===== src/rtl/step_ctrl_pkg.sv =====
// rtl/step_ctrl_pkg.sv - shared state encodings and default widths for the step source controller
package step_ctrl_pkg;

    localparam int DEF_BURST_W = 8;
    localparam int DEF_CNT_W   = 16;
    localparam int STATE_W     = 2;

    localparam logic [1:0] ST_MANUAL = 2'd0;
    localparam logic [1:0] ST_ARM    = 2'd1;
    localparam logic [1:0] ST_AUTO   = 2'd2;
    localparam logic [1:0] ST_DISARM = 2'd3;

    function automatic logic state_busy(input logic [1:0] st);
        return (st != ST_MANUAL);
    endfunction

endpackage


===== src/rtl/edge_pulse.sv =====
// rtl/edge_pulse.sv - rising-edge detector; history register updates every cycle
module edge_pulse (
    input  logic clk,
    input  logic rst,
    input  logic in,
    output logic pulse
);

    logic hist;

    always_ff @(posedge clk or posedge rst) begin
        if (rst) begin
            hist <= 1'b0;
        end else begin
            hist <= in;
        end
    end

    // Combinational so the owning FSM can register the resulting action one edge later.
    assign pulse = in & ~hist;

endmodule


===== src/rtl/step_source_ctrl.sv =====
// rtl/step_source_ctrl.sv - selects manual button steps or tick-driven auto bursts
module step_source_ctrl
    import step_ctrl_pkg::*;
#(
    parameter int BURST_W = DEF_BURST_W,
    parameter int CNT_W   = DEF_CNT_W
) (
    input  logic               clk,
    input  logic               rst,
    input  logic               btn_db,
    input  logic               tick,
    input  logic               auto_req,
    input  logic [BURST_W-1:0] burst_len,
    output logic               step,
    output logic               mode_auto,
    output logic               busy,
    output logic               burst_done,
    output logic [CNT_W-1:0]   step_count
);

    logic [STATE_W-1:0] state;
    logic [STATE_W-1:0] state_n;
    logic [BURST_W-1:0] burst_cnt;
    logic [BURST_W-1:0] burst_cnt_n;
    logic [BURST_W-1:0] burst_lim;
    logic [BURST_W-1:0] burst_lim_n;
    logic [BURST_W-1:0] burst_cnt_inc;
    logic               step_n;
    logic               done_n;
    logic               btn_rise;

    edge_pulse u_btn_edge (
        .clk   (clk),
        .rst   (rst),
        .in    (btn_db),
        .pulse (btn_rise)
    );

    assign burst_cnt_inc = burst_cnt + BURST_W'(1);

    always_comb begin
        state_n     = state;
        burst_cnt_n = burst_cnt;
        burst_lim_n = burst_lim;
        step_n      = 1'b0;
        done_n      = 1'b0;
        case (state)
            ST_MANUAL: begin
                step_n = btn_rise;
                if (auto_req) begin
                    state_n = ST_ARM;
                end
            end
            ST_ARM: begin
                // The first tick only aligns the burst to the divider; it emits nothing.
                if (!auto_req) begin
                    state_n = ST_MANUAL;
                end else if (tick) begin
                    state_n     = ST_AUTO;
                    burst_cnt_n = '0;
                    burst_lim_n = burst_len;
                end
            end
            ST_AUTO: begin
                if (!auto_req) begin
                    state_n = ST_DISARM;
                end else if (tick) begin
                    step_n      = 1'b1;
                    burst_cnt_n = burst_cnt_inc;
                    if ((burst_lim != '0) && (burst_cnt_inc == burst_lim)) begin
                        done_n  = 1'b1;
                        state_n = ST_DISARM;
                    end
                end
            end
            ST_DISARM: begin
                if (!auto_req && !btn_db) begin
                    state_n = ST_MANUAL;
                end
            end
            default: begin
                state_n = ST_MANUAL;
            end
        endcase
    end

    always_ff @(posedge clk or posedge rst) begin
        if (rst) begin
            state      <= ST_MANUAL;
            burst_cnt  <= '0;
            burst_lim  <= '0;
            step       <= 1'b0;
            burst_done <= 1'b0;
            mode_auto  <= 1'b0;
            busy       <= 1'b0;
            step_count <= '0;
        end else begin
            state      <= state_n;
            burst_cnt  <= burst_cnt_n;
            burst_lim  <= burst_lim_n;
            step       <= step_n;
            burst_done <= done_n;
            mode_auto  <= (state_n == ST_AUTO);
            busy       <= state_busy(state_n);
            if (step_n) begin
                step_count <= step_count + CNT_W'(1);
            end
        end
    end

endmodule

===== config.mk =====
export PLATFORM = sky130hd
export DESIGN_NAME = step_source_ctrl
export DESIGN_NICKNAME = d
export VERILOG_FILES = /design/src/rtl/step_ctrl_pkg.sv /design/src/rtl/edge_pulse.sv /design/src/rtl/step_source_ctrl.sv
export SDC_FILE = /design/constraint.sdc
export NUM_CORES = 1
export LEC_CHECK = 0
export BUFFER_PORTS_ARGS = -buffer_cell sky130_fd_sc_hd__buf_2
export CAP_MARGIN = 20
export CELL_PAD_IN_SITES_DETAIL_PLACEMENT = 1
export CELL_PAD_IN_SITES_GLOBAL_PLACEMENT = 1
export CORE_MARGIN = 4
export CORE_UTILIZATION = 44
export CTS_CLUSTER_DIAMETER = 40
export DETAILED_ROUTE_END_ITERATION = 10
export GPL_TIMING_DRIVEN = 1
export PLACE_DENSITY_LB_ADDON = 0.1
export SLEW_MARGIN = 10
export SYNTH_ARGS = -nofsm -noshare
export SYNTH_HDL_FRONTEND = slang
export SYNTH_SLANG_ARGS = --single-unit

===== constraint.sdc =====
create_clock -name clk -period 2 [get_ports clk]
set_input_delay 0.4 -clock clk [delete_from_list [all_inputs] [get_ports clk]]
set_output_delay 0.4 -clock clk [all_outputs]
set_load 0.01 [all_outputs]

==> run metrics, run 1 <==
Placed Area 0.00246 mm²; CTS Root Cell clkbuf_8; fin cells 324; sw frac 33.8%; Synth Net Count 229; Initial Util 45.4%; Avg WL per Cell 17.4 µm; setup violators final 0; Max Slew Vio Count 0; max-cap viol count 0; P_int 1.84 mW; Synth top area share 45.2%; Seq/Total Area, Yosys 45.2%; fmax 526 MHz; Clock Skews approximately 9.6 ps; Vias 1805; CTS tree built; outcome complete, no violations; Final Hold Vio Count 0; largest net degree at the start of global routing 23; clock power share 28.3%; slew at the pin closest to its max-slew limit approximately 370 ps; Longest Clk Path Bufs 2; RSZ-0062 raised after global routing false; Post-Route WL 5.65 mm; Post-Syn Area 0.00216 mm²; combinational share of power 28.2%; DRC viols 0; Final Core Density 54.8%; peak fanout along the critical path 8; vias per inst 5.57; # rows 25; HPWL Detailed 4.35 mm; layout cells sized above 1 between 20 and 30%; Reg clk slew, reported paths 80 ps; fraction of registers with async set/reset between 90% and 100%; CP peak stage delay 450 ps; Core ar. 0.00475 mm²; grt ovf 0; Final nets 271; Tmin final ~1900 ps; number of antenna violations at the first check in global routing 0; critical path required time around 2200 ps; CP Depth 7; FF-to-FF path depth 7; htree depth 2; worst skew pair latency around 290 ps; Die ar. approximately 0.0061 mm²; DR pass1 iterations 4; routability cong. 0.883; CP arrival 2120 ps; CTS Buf Count 5; critical path's slowest cell dfrtp_2; Tcrit/Tclk final 95.0%; Sink Count 39; Syn. warnings 0; startpoint types register; worst vdd ir 0.827 mV; PortBufs 32; Synth cell types 50; Synth Flop Type dfrtp_1; post-CTS setup buffers 0; Crit Path Category register to register; Critical Path Sink Type register; post-route ant nets 0; n_diodes 0; Psw 938 µW; Synth Instances 214; cell taking the most area after synthesis dfrtp_1; Die Span X 78.1 µm; worst relative slew slack between 70% and 80%; Reg power frac 43.4%; P&R area growth vs syn 20.6%; Fillers 557; most frequent cell after synthesis dfrtp_1; vias in the first global route 1851; Avg Cell Area, Syn 10.1 µm²; Setup TNS 0 ps; io pins 33; cells along the critical path ha_1 > buf_4 > nor2b_1 > a21oi_1 > o22a_1 > a2111oi_0 > and4_1; Leak 1.22 nW; GRT Overall Usage 20.2%; Placed Instances about 320; Post-synth EDFFs 0; final instance area 0.00261 mm²; Synth area leaders dfrtp_1, xnor2_1, mux2_2; chip height 78.1 µm; pwr/cell area 1060 mW/mm²; CP Buf/Inv Count 1; Synth top cells by count dfrtp_1, nand2_1, xnor2_1, o21ai_0, nand3_1; worst hold path type input port to asynchronous set/reset pin; global-route wire length before repair 9.66 mm; Top delay family on crit path compound AO/OA/AOI/OAI gates; Initial DRC Count 95; Seq cells post-synth 39
state kept, by name, indices dropped and copies added (netlist names):
name             cells
burst_done           1
burst_cnt            8
u_btn_edge.hist      1
busy                 1
mode_auto            1
step                 1
state                2
burst_lim            8
step_count          16
cell type report:
| class | instances | area (µm²) | area share [%] |
|---|---|---|---|
| clock buffer | 5 | 68.8 | 2.64 |
| clock inverter | 3 | 67.6 | 2.59 |
| inverter | 6 | 22.5 | 0.864 |
| multi-input combinational | 156 | 1100 | 42.4 |
| sequential | 39 | 978 | 37.5 |
| tap | 67 | 83.8 | 3.22 |
| timing repair buffer | 48 | 280 | 10.8 |
power by group through the flow:
stage          Combinational [mW]  Clock (mW)  Sequential [mW]
2_1_floorplan               0.497           0             1.16
3_3_place_gp                0.745           0             1.20
3_5_place_dp                0.773           0             1.21
4_1_cts                     0.780       0.799             1.20
5_1_grt                     0.868       0.850             1.24
6_report                    0.784       0.786             1.20
cell usage in the layout (no fill, tap or decap), types with 4 or more instances in the layout:
master    netlist  layout
clkbuf_8        0       5
nand4_1         5       5
nand2b_1        5       5
nor2_1          9       9
nand3_1        10      10
xor2_1          8       8
buf_4           1      16
a21oi_1         9       9
and4_1          6       6
xnor2_1        13      13
nand2_1        21      21
mux2_2          9       9
dfrtp_1        39      37
o21ai_0        11      11
nor2b_1         4       4
inv_1           6       6
buf_2           9      32
worst paths after layout:
kind | startpoint | to | slack, ps
min in group clk | btn_db | u_btn_edge.hist | 250
setup reg to reg | burst_cnt[0] | burst_done | 100
hold reg to reg | step_count[8] | step_count[8] | 510
max in group asynchronous | rst | burst_cnt[3] | 1600
setup / recovery | burst_cnt[0] | burst_done | 100
hold / removal | rst | step_count[13] | 130
stage by stage:
step                power [mW]  setup slack, ps  hold slack [ps]
floorplan                 1.66              261              431
CTS                       2.78             72.1              129
finish                    2.77              100              130
detailed placement        1.98             61.4              448
global route              2.95             4.70              150
global placement          1.95              132              437
cells by family after synthesis:
kind of cell	Yosys count	synth area share, %
buf+inv	19	4.00
simple gates	84	23.2
flops	39	45.2
compound gates	37	11.6
xor+xnor	22	9.26
fa+ha+maj	2	1.16
mux	11	5.62
metal layers:
layer	global-route usage [%]	routed length [µm]	vias up	part of all wire, %
met5	0	0	-	0
met4	5.42	75	0	1.3
met3	4.01	295	8	5.2
met2	30.9	2630	55	47
met1	29.2	2650	899	47
li1	-	-	843	-
repair_timing:
action / in CTS / in global routing
gates resized for setup: 0 / 3
setup endpoints to repair: 0 / 1
hold buffers: 0 / 0
worst reg2reg max path, cell delays in order (launching register included):
cell       delay, ps
dfrtp_2          450
ha_1             240
buf_4            170
nor2b_1          160
a21oi_1           90
o22a_1           200
a2111oi_0        290
and4_1           240
Note: power is estimated with default switching activity, not from simulation.
==> run 2: changes to the inputs <==
--- a/config.mk
+++ b/config.mk
@@ -9,7 +9,7 @@
 export CAP_MARGIN = 20
 export CELL_PAD_IN_SITES_DETAIL_PLACEMENT = 1
 export CELL_PAD_IN_SITES_GLOBAL_PLACEMENT = 1
-export CORE_MARGIN = 4
+export CORE_MARGIN = 1.5
 export CORE_UTILIZATION = 44
 export CTS_CLUSTER_DIAMETER = 40
 export DETAILED_ROUTE_END_ITERATION = 10
==> run metrics, run 2 (synthesized netlist as in run 1, its figures left out) <==
outcome complete, no violations; startpoint types register; fmax 519 MHz (-1.3%); Reg power frac 48.1% (+4.7 points); Die ar. 0.00534 mm² (-12%); Reg clk slew, reported paths 80 ps (about the same); footprint of the multi-input gates 0.00112 mm² (+1.6%); io pins 33 (unchanged); Vias 1788 (-0.94%); CP arrival 2150 ps (+30 ps); Register Area 978 µm² (unchanged); Critical Path Sink Type register; Final Core Density 54.3% (-0.51 points); P_int 1.58 mW (-14%); worst vdd ir 0.684 mV (-17%); routability cong. 0.926 (+4.9%); Final Hold Vio Count 0 (unchanged); Tot Pwr 2.49 mW (-10%); Initial DRC Count 86 (-9.5%); post-route ant nets 0 (unchanged); DRC viols 0 (unchanged); HPWL Detailed 4.18 mm (-3.9%); largest net degree at the start of global routing 40 (+74%); CTS Root Cell clkbuf_8; layout cells sized above 1 30.1% (+0.51 points); chip height 73.1 µm (-6.4%); most common cell after layout, fill and taps aside dfrtp_1; grt ovf 0 (unchanged); Sink Count 39 (unchanged); pwr/cell area 972 mW/mm² (-8.6%); Longest Clk Path Bufs 2 (unchanged); Initial Util 45.7% (+0.30 points); GRT Overall Usage 22.7% (+2.5 points); Crit Path Category register to register; peak fanout along the critical path 8 (unchanged); Top reg by flops step_count; worst hold path type input port to asynchronous set/reset pin; number of antenna violations at the first check in global routing 0 (unchanged); commonest cells after routing, fill and taps aside dfrtp_1, buf_2, nand2_1; Core ar. 0.00472 mm² (-0.66%); slew at the pin closest to its max-slew limit 488 ps (+113 ps); clock power share 21.0% (-7.3 points); Psw 912 µW (-2.7%); CTS tree built; reg-to-reg critical path startpoint burst_cnt[0]; critical path required time 2230 ps (about the same); Setup TNS 0 ps (unchanged); vias in the first global route 1837 (-0.76%); Avg WL per Cell 16.9 µm (-2.8%); Fillers 543 (-2.5%); max-cap viol count 0 (unchanged); combinational share of power 30.9% (+2.7 points); Leak 1.19 nW (-2.3%); Tcrit/Tclk final 96.3% (+1.3 points); # rows 25 (unchanged); worst skew pair latency 290 ps (about the same); Post-Route WL 5.47 mm (-3.1%); Reg2Reg Capture Point burst_done; Die Span X 73.1 µm (-6.4%); worst relative slew slack 67.5% (-7.2 points); Tmin final 1930 ps (+25.6 ps); DR pass1 iterations 4 (unchanged); CTS Buf Count 5 (unchanged); Max Slew Vio Count 0 (unchanged); worst hold slack 215 ps (+85.2 ps); vias per inst 5.54 (-0.64%); Final nets 270 (-0.37%); sw frac 36.6% (+2.8 points); global-route wire length before repair 9.25 mm (-4.2%); Clock Skews 4.75 ps (-4.82 ps); n_diodes 0 (unchanged); PortBufs 32 (unchanged); top flop regs step_count x16, burst_cnt x8, burst_lim x8; flip-flop count of the largest register after layout 16 (unchanged); post-CTS setup buffers 0 (unchanged); Worst R2R Setup Slack 70 ps (-30 ps); P&R area growth vs syn 18.7%; FF-to-FF path depth 7 (unchanged); setup violators final 0 (unchanged); htree depth 2 (unchanged)
run 2: worst max-delay path by stage:
stage	startpoint	endpoint	slack (ps)	cells past startpoint
floorplan	burst_cnt[0]	mode_auto	260	8
finish	burst_cnt[0]	burst_done	70	7
global route	burst_cnt[0]	burst_done	-3	7
global placement	btn_db	step_count[13]	130	6
CTS	burst_cnt[4]	mode_auto	80	6
detailed placement	btn_db	step_count[13]	40	6
run 2: power groups by stage:
| stage | registers [mW] | logic [mW] | clock network, mW |
|---|---|---|---|
| 4_1_cts | 1.19 | 0.765 | 0.535 |
| 2_1_floorplan | 1.16 | 0.497 | 0 |
| 3_3_place_gp | 1.20 | 0.738 | 0 |
| 3_5_place_dp | 1.21 | 0.757 | 0 |
| 5_1_grt | 1.24 | 0.861 | 0.565 |
| 6_report | 1.20 | 0.771 | 0.524 |
run 2: final cells by class:
cell class                      instances  share of cell area (%)
Timing Repair Buffer                   47                    10.6
Multi-Input combinational cell        156                    43.8
Inverter                                6                   0.878
Clock buffer                            6                    2.83
Clock inverter                          2                   0.488
Tap cell                               67                    3.27
Sequential cell                        39                    38.1
run 2: what timing repair did:
action	CTS	global route
setup endpoints to repair	0	2
hold buffers	0	0
gates resized for setup	0	7
run 2: through the flow:
| step | area [µm²] | cells | setup slack, ps |
|---|---|---|---|
| global placement | 2450 | 315 | 128 |
| global route | 2560 | 323 | -3.16 |
| detailed placement | 2450 | 315 | 36.4 |
| floorplan | 2160 | 214 | 261 |
| CTS | 2540 | 323 | 78.1 |
| finish | 2560 | 323 | 74.8 |
run 2: metal layers:
metal,part of all wire (%),GRT usage (%),up-vias
li1,-,-,840
met3,4.5,3.59,4
met5,0,0,-
met2,50,36.8,50
met1,45,32.0,894
met4,0.49,5.03,0
run 2: worst max-delay path: stages, from the launching register on:
cell	delay (ps)
dfrtp_2	450
ha_1	240
buf_4	180
nor2b_1	180
a21oi_1	110
o22a_1	220
a2111oi_1	250
and4_1	240
